--- src/rtl/vga_timing_gen.sv ---
`timescale 1ns/1ps
// -----------------------------------------------------------------------------
// vga_timing_gen
//
// Raster timing source for the video pipeline. It produces the pixel
// coordinates and the active-area qualifier used by the overlay/text
// generators. It also produces line/frame strobes and hsync/vsync for the
// output pins. The sync outputs are delayed by SYNC_DELAY cycles so that they
// line up with the latency of the downstream pixel pipeline.
//
// Optional feature: define VGA_FRAME_COUNTER_EN to get a free-running 8-bit
// end-of-frame counter on frame_count. Without it, frame_count is tied to 0.
//
// Ports:
//   clk          pixel clock
//   rst_n        synchronous active-low reset
//   x, y         raster position (0..H_TOTAL-1, 0..V_TOTAL-1)
//   frame_active high inside the visible H_ACTIVE x V_ACTIVE area
//   line_start   one-cycle strobe at x==0
//   frame_start  one-cycle strobe at x==0, y==0
//   hsync, vsync sync pulses, SYNC_DELAY cycles late, SYNC_POL assertion level
//   frame_count  end-of-frame counter (0 unless VGA_FRAME_COUNTER_EN)
// -----------------------------------------------------------------------------
module vga_timing_gen #(
    parameter int H_ACTIVE   = 640,
    parameter int H_FP       = 16,
    parameter int H_SYNC     = 96,
    parameter int H_BP       = 48,
    parameter int V_ACTIVE   = 480,
    parameter int V_FP       = 10,
    parameter int V_SYNC     = 2,
    parameter int V_BP       = 33,
    parameter int SYNC_POL   = 0,
    parameter int SYNC_DELAY = 1
) (
    input  logic       clk,
    input  logic       rst_n,
    output logic [9:0] x,
    output logic [9:0] y,
    output logic       frame_active,
    output logic       line_start,
    output logic       frame_start,
    output logic       hsync,
    output logic       vsync,
    output logic [7:0] frame_count
);

    localparam int H_TOTAL = H_ACTIVE + H_FP + H_SYNC + H_BP;
    localparam int V_TOTAL = V_ACTIVE + V_FP + V_SYNC + V_BP;

    // The 10-bit counters cannot cover larger rasters, and the delay line
    // supports at most three stages.
    if (H_TOTAL > 1024 || V_TOTAL > 1024 || SYNC_DELAY < 0 || SYNC_DELAY > 3) begin : g_param_check
        $error("vga_timing_gen: totals must be <= 1024 and SYNC_DELAY in 0..3");
    end

    localparam logic [9:0] H_LAST = 10'(H_TOTAL - 1);
    localparam logic [9:0] V_LAST = 10'(V_TOTAL - 1);

    // The window bounds are 11 bits wide so that an H_ACTIVE/V_ACTIVE of
    // exactly 1024 still compares correctly against the 10-bit counters.
    localparam logic [10:0] H_ACT_END = 11'(H_ACTIVE);
    localparam logic [10:0] V_ACT_END = 11'(V_ACTIVE);
    localparam logic [10:0] HS_FIRST  = 11'(H_ACTIVE + H_FP);
    localparam logic [10:0] HS_LAST   = 11'(H_ACTIVE + H_FP + H_SYNC - 1);
    localparam logic [10:0] VS_FIRST  = 11'(V_ACTIVE + V_FP);
    localparam logic [10:0] VS_LAST   = 11'(V_ACTIVE + V_FP + V_SYNC - 1);
    localparam logic        SYNC_ACT  = (SYNC_POL != 0);

    logic        run;
    logic [10:0] x_ext;
    logic [10:0] y_ext;
    logic        hs_raw;
    logic        vs_raw;
    logic        hs_dly;
    logic        vs_dly;

    // run lags reset release by one edge. That edge only arms the counters,
    // so the first counted cycle is a clean (0,0).
    // NOTE: every clocked block uses non-blocking assignments. All registers
    // then sample pre-edge values, whatever order the blocks are evaluated in.
    always_ff @(posedge clk) begin
        if (!rst_n) begin
            run <= 1'b0;
            x   <= '0;
            y   <= '0;
        end else begin
            run <= 1'b1;
            if (run) begin
                if (x == H_LAST) begin
                    x <= '0;
                    y <= (y == V_LAST) ? 10'd0 : y + 10'd1;
                end else begin
                    x <= x + 10'd1;
                end
            end
        end
    end

    assign x_ext = {1'b0, x};
    assign y_ext = {1'b0, y};

    // Decodes use the registered coordinates directly, so they line up with
    // x/y. They are gated by run, which holds them low in the idle cycle after
    // reset.
    // NOTE: each output is assigned on every path through the block, so no
    // latch is inferred.
    always_comb begin
        frame_active = run && (x_ext < H_ACT_END) && (y_ext < V_ACT_END);
        line_start   = run && (x == 10'd0);
        frame_start  = run && (x == 10'd0) && (y == 10'd0);
        hs_raw       = run && (x_ext >= HS_FIRST) && (x_ext <= HS_LAST);
        vs_raw       = run && (y_ext >= VS_FIRST) && (y_ext <= VS_LAST);
    end

    if (SYNC_DELAY == 0) begin : g_no_delay
        assign hs_dly = hs_raw;
        assign vs_dly = vs_raw;
    end else begin : g_delay
        // pipe[0] holds the raw decode from one cycle ago and pipe[D-1] holds
        // it from D cycles ago. The stages freeze while run is low.
        logic [SYNC_DELAY-1:0] hs_pipe;
        logic [SYNC_DELAY-1:0] vs_pipe;
        logic [SYNC_DELAY:0]   hs_next;
        logic [SYNC_DELAY:0]   vs_next;

        assign hs_next = {hs_pipe, hs_raw};
        assign vs_next = {vs_pipe, vs_raw};

        always_ff @(posedge clk) begin
            if (!rst_n) begin
                hs_pipe <= '0;
                vs_pipe <= '0;
            end else if (run) begin
                hs_pipe <= hs_next[SYNC_DELAY-1:0];
                vs_pipe <= vs_next[SYNC_DELAY-1:0];
            end
        end

        assign hs_dly = hs_pipe[SYNC_DELAY-1];
        assign vs_dly = vs_pipe[SYNC_DELAY-1];
    end

    // The pipeline carries active-high pulses. Polarity is applied only at
    // the pins, so the reset value of every stage means "inactive".
    assign hsync = SYNC_ACT ? hs_dly : ~hs_dly;
    assign vsync = SYNC_ACT ? vs_dly : ~vs_dly;

`ifdef VGA_FRAME_COUNTER_EN
    always_ff @(posedge clk) begin
        if (!rst_n) begin
            frame_count <= '0;
        end else if (run && (x == H_LAST) && (y == V_LAST)) begin
            frame_count <= frame_count + 8'd1;
        end
    end
`else
    assign frame_count = 8'd0;
`endif

endmodule

--- config.mk ---
export PLATFORM = sky130hd
export DESIGN_NAME = vga_timing_gen
export DESIGN_NICKNAME = d
export VERILOG_FILES = /design/src/rtl/vga_timing_gen.sv
export SDC_FILE = /design/constraint.sdc
export NUM_CORES = 1
export LEC_CHECK = 0
export CAP_MARGIN = 20
export CELL_PAD_IN_SITES_DETAIL_PLACEMENT = 1
export CELL_PAD_IN_SITES_GLOBAL_PLACEMENT = 2
export CORE_UTILIZATION = 31
export CTS_CLUSTER_SIZE = 30
export DETAILED_ROUTE_END_ITERATION = 6
export GPL_ROUTABILITY_DRIVEN = 0
export HOLD_SLACK_MARGIN = 0.15
export PLACE_DENSITY = 0.85
export SKIP_CTS_REPAIR_TIMING = 1
export SLEW_MARGIN = 20
export SYNTH_ARGS = -nofsm -noshare
export SYNTH_HDL_FRONTEND = slang
export SYNTH_SLANG_ARGS = --single-unit
--- constraint.sdc ---
create_clock -name clk -period 5.2 [get_ports clk]
set_clock_uncertainty 0.1 [all_clocks]
set_input_delay 1.04 -clock clk [delete_from_list [all_inputs] [get_ports clk]]
set_output_delay 1.04 -clock clk [all_outputs]
set_load 0.01 [all_outputs]
# Yosys cells after proc, flatten, opt, wreduce, memory -nomap -nowiden
# Cells that the tools add are included.
# op_classes
n_addsub,2
n_lt_le_gt_ge,6
eq_ne,2
n_mux,3
bitwise,2
n_reduce_logical,11
# op_table
op,count
$add A10 B1 Y10 const B,2
$eq A10 B10 Y1 const B,2
$logic_not A10 Y1,2
$mux W10,2
$ge A10 B10 Y1 const B,1
$ge A10 B9 Y1 const B,1
$le A10 B10 Y1 const B,1
$le A10 B9 Y1 const B,1
$lt A10 B10 Y1 const B,1
$lt A10 B9 Y1 const B,1
$logic_and A1 B1 Y1,8
$not A1 Y1,2
$reduce_and A2 Y1,1
$mux W1,1
# word_totals
register_bits,23
in_bits,2
output_inout_bits,33
elab_cells,31

# Longest topological paths before layout
# logic_depth
depth_word,3
ltp_mapped,6
mapped_depth_nobuf,6

# Worst setup path before layout
# OpenSTA, ideal clock, no wires.
# synth_timing
path_kind,flip-flop to output port
from,reg x[0]
to,out frame_start
arrival_ns,1.611
required_time_ns,4.060
path_slack_ns,2.449
stages_incl_launch_ff,6
n_path_buf,0
cell_sequence,dfxtp_1 > inv_1 > ha_1 > or4b_2 > nor3_2 > and4_1
# synth_between
elab_chain_cells,3
# synth_lines
item,line,text
"start, declared",38,"output logic [9:0] x,"
"start signal, assigned",94,x <= x + 10'd1;
$logic_not A10 Y1,--,
$logic_and A1 B1 Y1,--,
via line_start,41,"output logic line_start,"
$logic_and A1 B1 Y1,111,frame_start = run && (x == 10'd0) && (y == 10'd0);
"end, declared",42,"output logic frame_start,"
# The timed path passes the listed nets, and every way through them passes these cells.

# Worst setup path after layout
# layout_timing
from,reg x[0]
to,out frame_start
# layout_between
elab_chain_cells,3
# layout_lines
item,line
$logic_not A10 Y1,111
$logic_and A1 B1 Y1 (2 in series),111
# Every way passes these cells.

==> flow_summary.toml <==
[final_layout]
fillers = 473
area_growth_pct = 22.6
final_layout_size_suffix_gt1_share_pct = 10.2
nNetsFinal = 174
final_core_util_pct = 40.2
antenna-diode-count = 0

[timing]
rsz0062_at_grt = "false"
whs_ns = 0.430
hold_viol_final = 0
fin_tns_setup_ns = 0
slew_viol_final = 0
period_share_pct = 67.4
setup_viol = 0
max_slew_margin_pct = 59.7
final.min_clock_period_ns = 3.50
max_freq_mhz = 285
worstMarginPinSlew_ns = 0.603

[logic_synthesis]
synthArstFlopShare_pct = 0
netlist-cell-type-count = 50
synth.most_common_cell = "dfxtp_1"
ys_ff_latch = 23
synth_common_cells = "dfxtp_1 (23), nor2_1 (13), buf_4 (10)"
yosysTopAreaCellShare_pct = 34.6
syn_inst = 143
seq_area_frac_synth_pct = 34.6
ys_warn_count = 0
synthTopCellsByArea = "dfxtp_1 (35%), buf_4 (5.6%), xnor2_1 (5.3%)"
synth_area_per_cell_um2 = 9.30
yosysTopAreaCell = "dfxtp_1"
synth_edf_count = 0
synth_flop_cell = "dfxtp_1"
synth_area_um2 = 1330

[global_routing]
track_usage_pct = 15.8
grt_use_met2_pct = 29.5
grt.met3_usage_pct = 3.21
use_met1_pct = 18.2
grt_pass1_vias = 1136
busiest_layer = "met2"
grt_pass1_wl_um = 5350
grt_overflow_total = 0
antenna_found_initial = 0
grt_max_degree = 15

[clock_tree]
clock_latency_ns = 0.26
cts_tree = "done"
clockBufferDepth = 2
cts_max_level = 1
path_clk_slew_ns = 0.08
clock-root-buffer = "clkbuf_8"
cts_buffers = 3
cts_sinks = 23

[worst_setup_path]
slowest_delay_ns = 0.60
crit_path_cell_trace = "inv_1 -> ha_1 -> or4b_2 -> nor3_2 -> and4_1 -> clkdlybuf4s50_1"
slowest_stage = "or4b_2"
cp.depth = 6
end_kind = "output port"
cp_data_required_time_ns = 4.06
cp_num_buf_inv = 2
r2r_cells = 4
critPathKind = "flop to output port"
start_kind = "flop"
cp_max_fo = 5
worstReg2RegEnd = "y[1]"
critical_path.top_delay_family = "simple AND/OR/NAND/NOR gates"
regToRegSetupSlack_ns = 3.22
setup.worst_path.start = "x[0]"
crit_arrival_ns = 2.36
rr_startpoint = "run"
critPathCapture = "frame_start"

[floorplan]
dieHeight_um = 67.5
num_rows = 23
die_x_um = 67.5
fp.dieArea_um2 = 4560
core_um2 = 4060
ios = 35
initial_core_util_pct = 32.8

[routing]
drt-vias-per-instance = 5.05
wl_per_cell_um = 15.0
drt_first_pass_iters = 4
via_count = 1095
postRouteAntennaNets = 0
drt_iter0_drc = 82
drt_wl_total_um = 3260
drc_errors = 0

[pwr]
p_per_area_nw_per_um2 = 197
p_leak_nw = 0.620
seq_power_share_pct = 56.6
combPwrFrac_pct = 8.5
clockPowerShare_pct = 34.9
switching_share_pct = 23.3
p_int_uw = 246
switchingPower_uw = 74.7
irDropWorstVdd_mv = 0.0900

[status]
status = "completed"

[placed_design]
port_buffers = 26
dp_hpwl_um = 2510

[hold_path]
min-delay-start = "g_delay.vs_pipe"
hp-class = "flop to flop"

[job]
drv_cap = 0
-- sequential cells by signal, summed over array words and instances (netlist names) --
register         cells
run                  1
y                   10
g_delay.hs_pipe      1
g_delay.vs_pipe      1
x                   10
-- stage by stage --
stage | std cells | cell area, um^2 | setup slack, ns | total power [mW]
after floorplan | 150 | 1360 | 2.45 | 0.206
after global placement | 213 | 1590 | 2.03 | 0.212
after CTS | 217 | 1630 | 1.66 | 0.325
final | 217 | 1630 | 1.70 | 0.321
after detailed placement | 213 | 1590 | 1.97 | 0.214
after global routing | 217 | 1630 | 1.57 | 0.334
-- worst min-delay path by stage --
| stage | end | cells past startpoint |
|---|---|---|
| final | g_delay.vs_pipe | 2 |
| after global routing | g_delay.vs_pipe | 2 |
| after CTS | g_delay.vs_pipe | 2 |
| after detailed placement | g_delay.vs_pipe | 2 |
| after global placement | g_delay.vs_pipe | 2 |
| after floorplan | g_delay.vs_pipe | 2 |
-- cells by family (layout without fill, tap and decap cells) --
logic type	after synthesis	count (layout)	share of synthesized area, %
compound gates	15	15	9.03
xor+xnor	11	11	7.24
fa+ha+maj	4	4	3.76
buf+inv	22	39	9.59
flops	23	23	34.6
mux	3	3	2.26
other cells	1	8	0.282
simple gates	64	64	33.2
-- worst min-delay path, delay by kind of cell, from the launching register on --
kind | cells | cell delay, ns
simple gates | 1 | 0.07
compound gates | 1 | 0.08
flops | 1 | 0.34
-- power groups by stage --
stage | sequential, mW | combinational (mW) | clock (mW)
6_report | 0.182 | 0.0274 | 0.112
5_1_grt | 0.182 | 0.0303 | 0.122
4_1_cts | 0.182 | 0.0278 | 0.116
3_5_place_dp | 0.186 | 0.0277 | 0
3_3_place_gp | 0.185 | 0.0269 | 0
2_1_floorplan | 0.185 | 0.0205 | 0
-- routing by layer --
metal  part of all wire, %  vias up
met5                     0        -
met4                  0.55        0
met3                   4.4        2
met2                    50       27
met1                    45      531
li1                      -      535
-- cell usage in the layout, fill, tap and decap left out, drive strengths merged, types with 3 or more instances in the layout --
| cell | n |
|---|---|
| dfxtp | 23 |
| nand3 | 9 |
| clkdlybuf4s50 | 26 |
| nor3 | 4 |
| xor2 | 3 |
| nor2b | 3 |
| and3 | 3 |
| conb | 8 |
| nor4 | 4 |
| o31ai | 3 |
| clkbuf | 4 |
| nor2 | 13 |
| xnor2 | 8 |
| nand2 | 5 |
| o21ai | 3 |
| mux2i | 3 |
| and4 | 4 |
| ha | 4 |
| inv | 9 |
-- area by class of cell --
class	instances	area (um^2)	share of cell area [%]
multi-input cells	105	768	47.1
well taps	50	62.6	3.84
flip-flops and latches	23	460	28.2
clock buffers	4	45.0	2.76
repair buffers	26	260	16.0
inverters	9	33.8	2.07
Note: power is estimated with default switching activity, not from simulation.
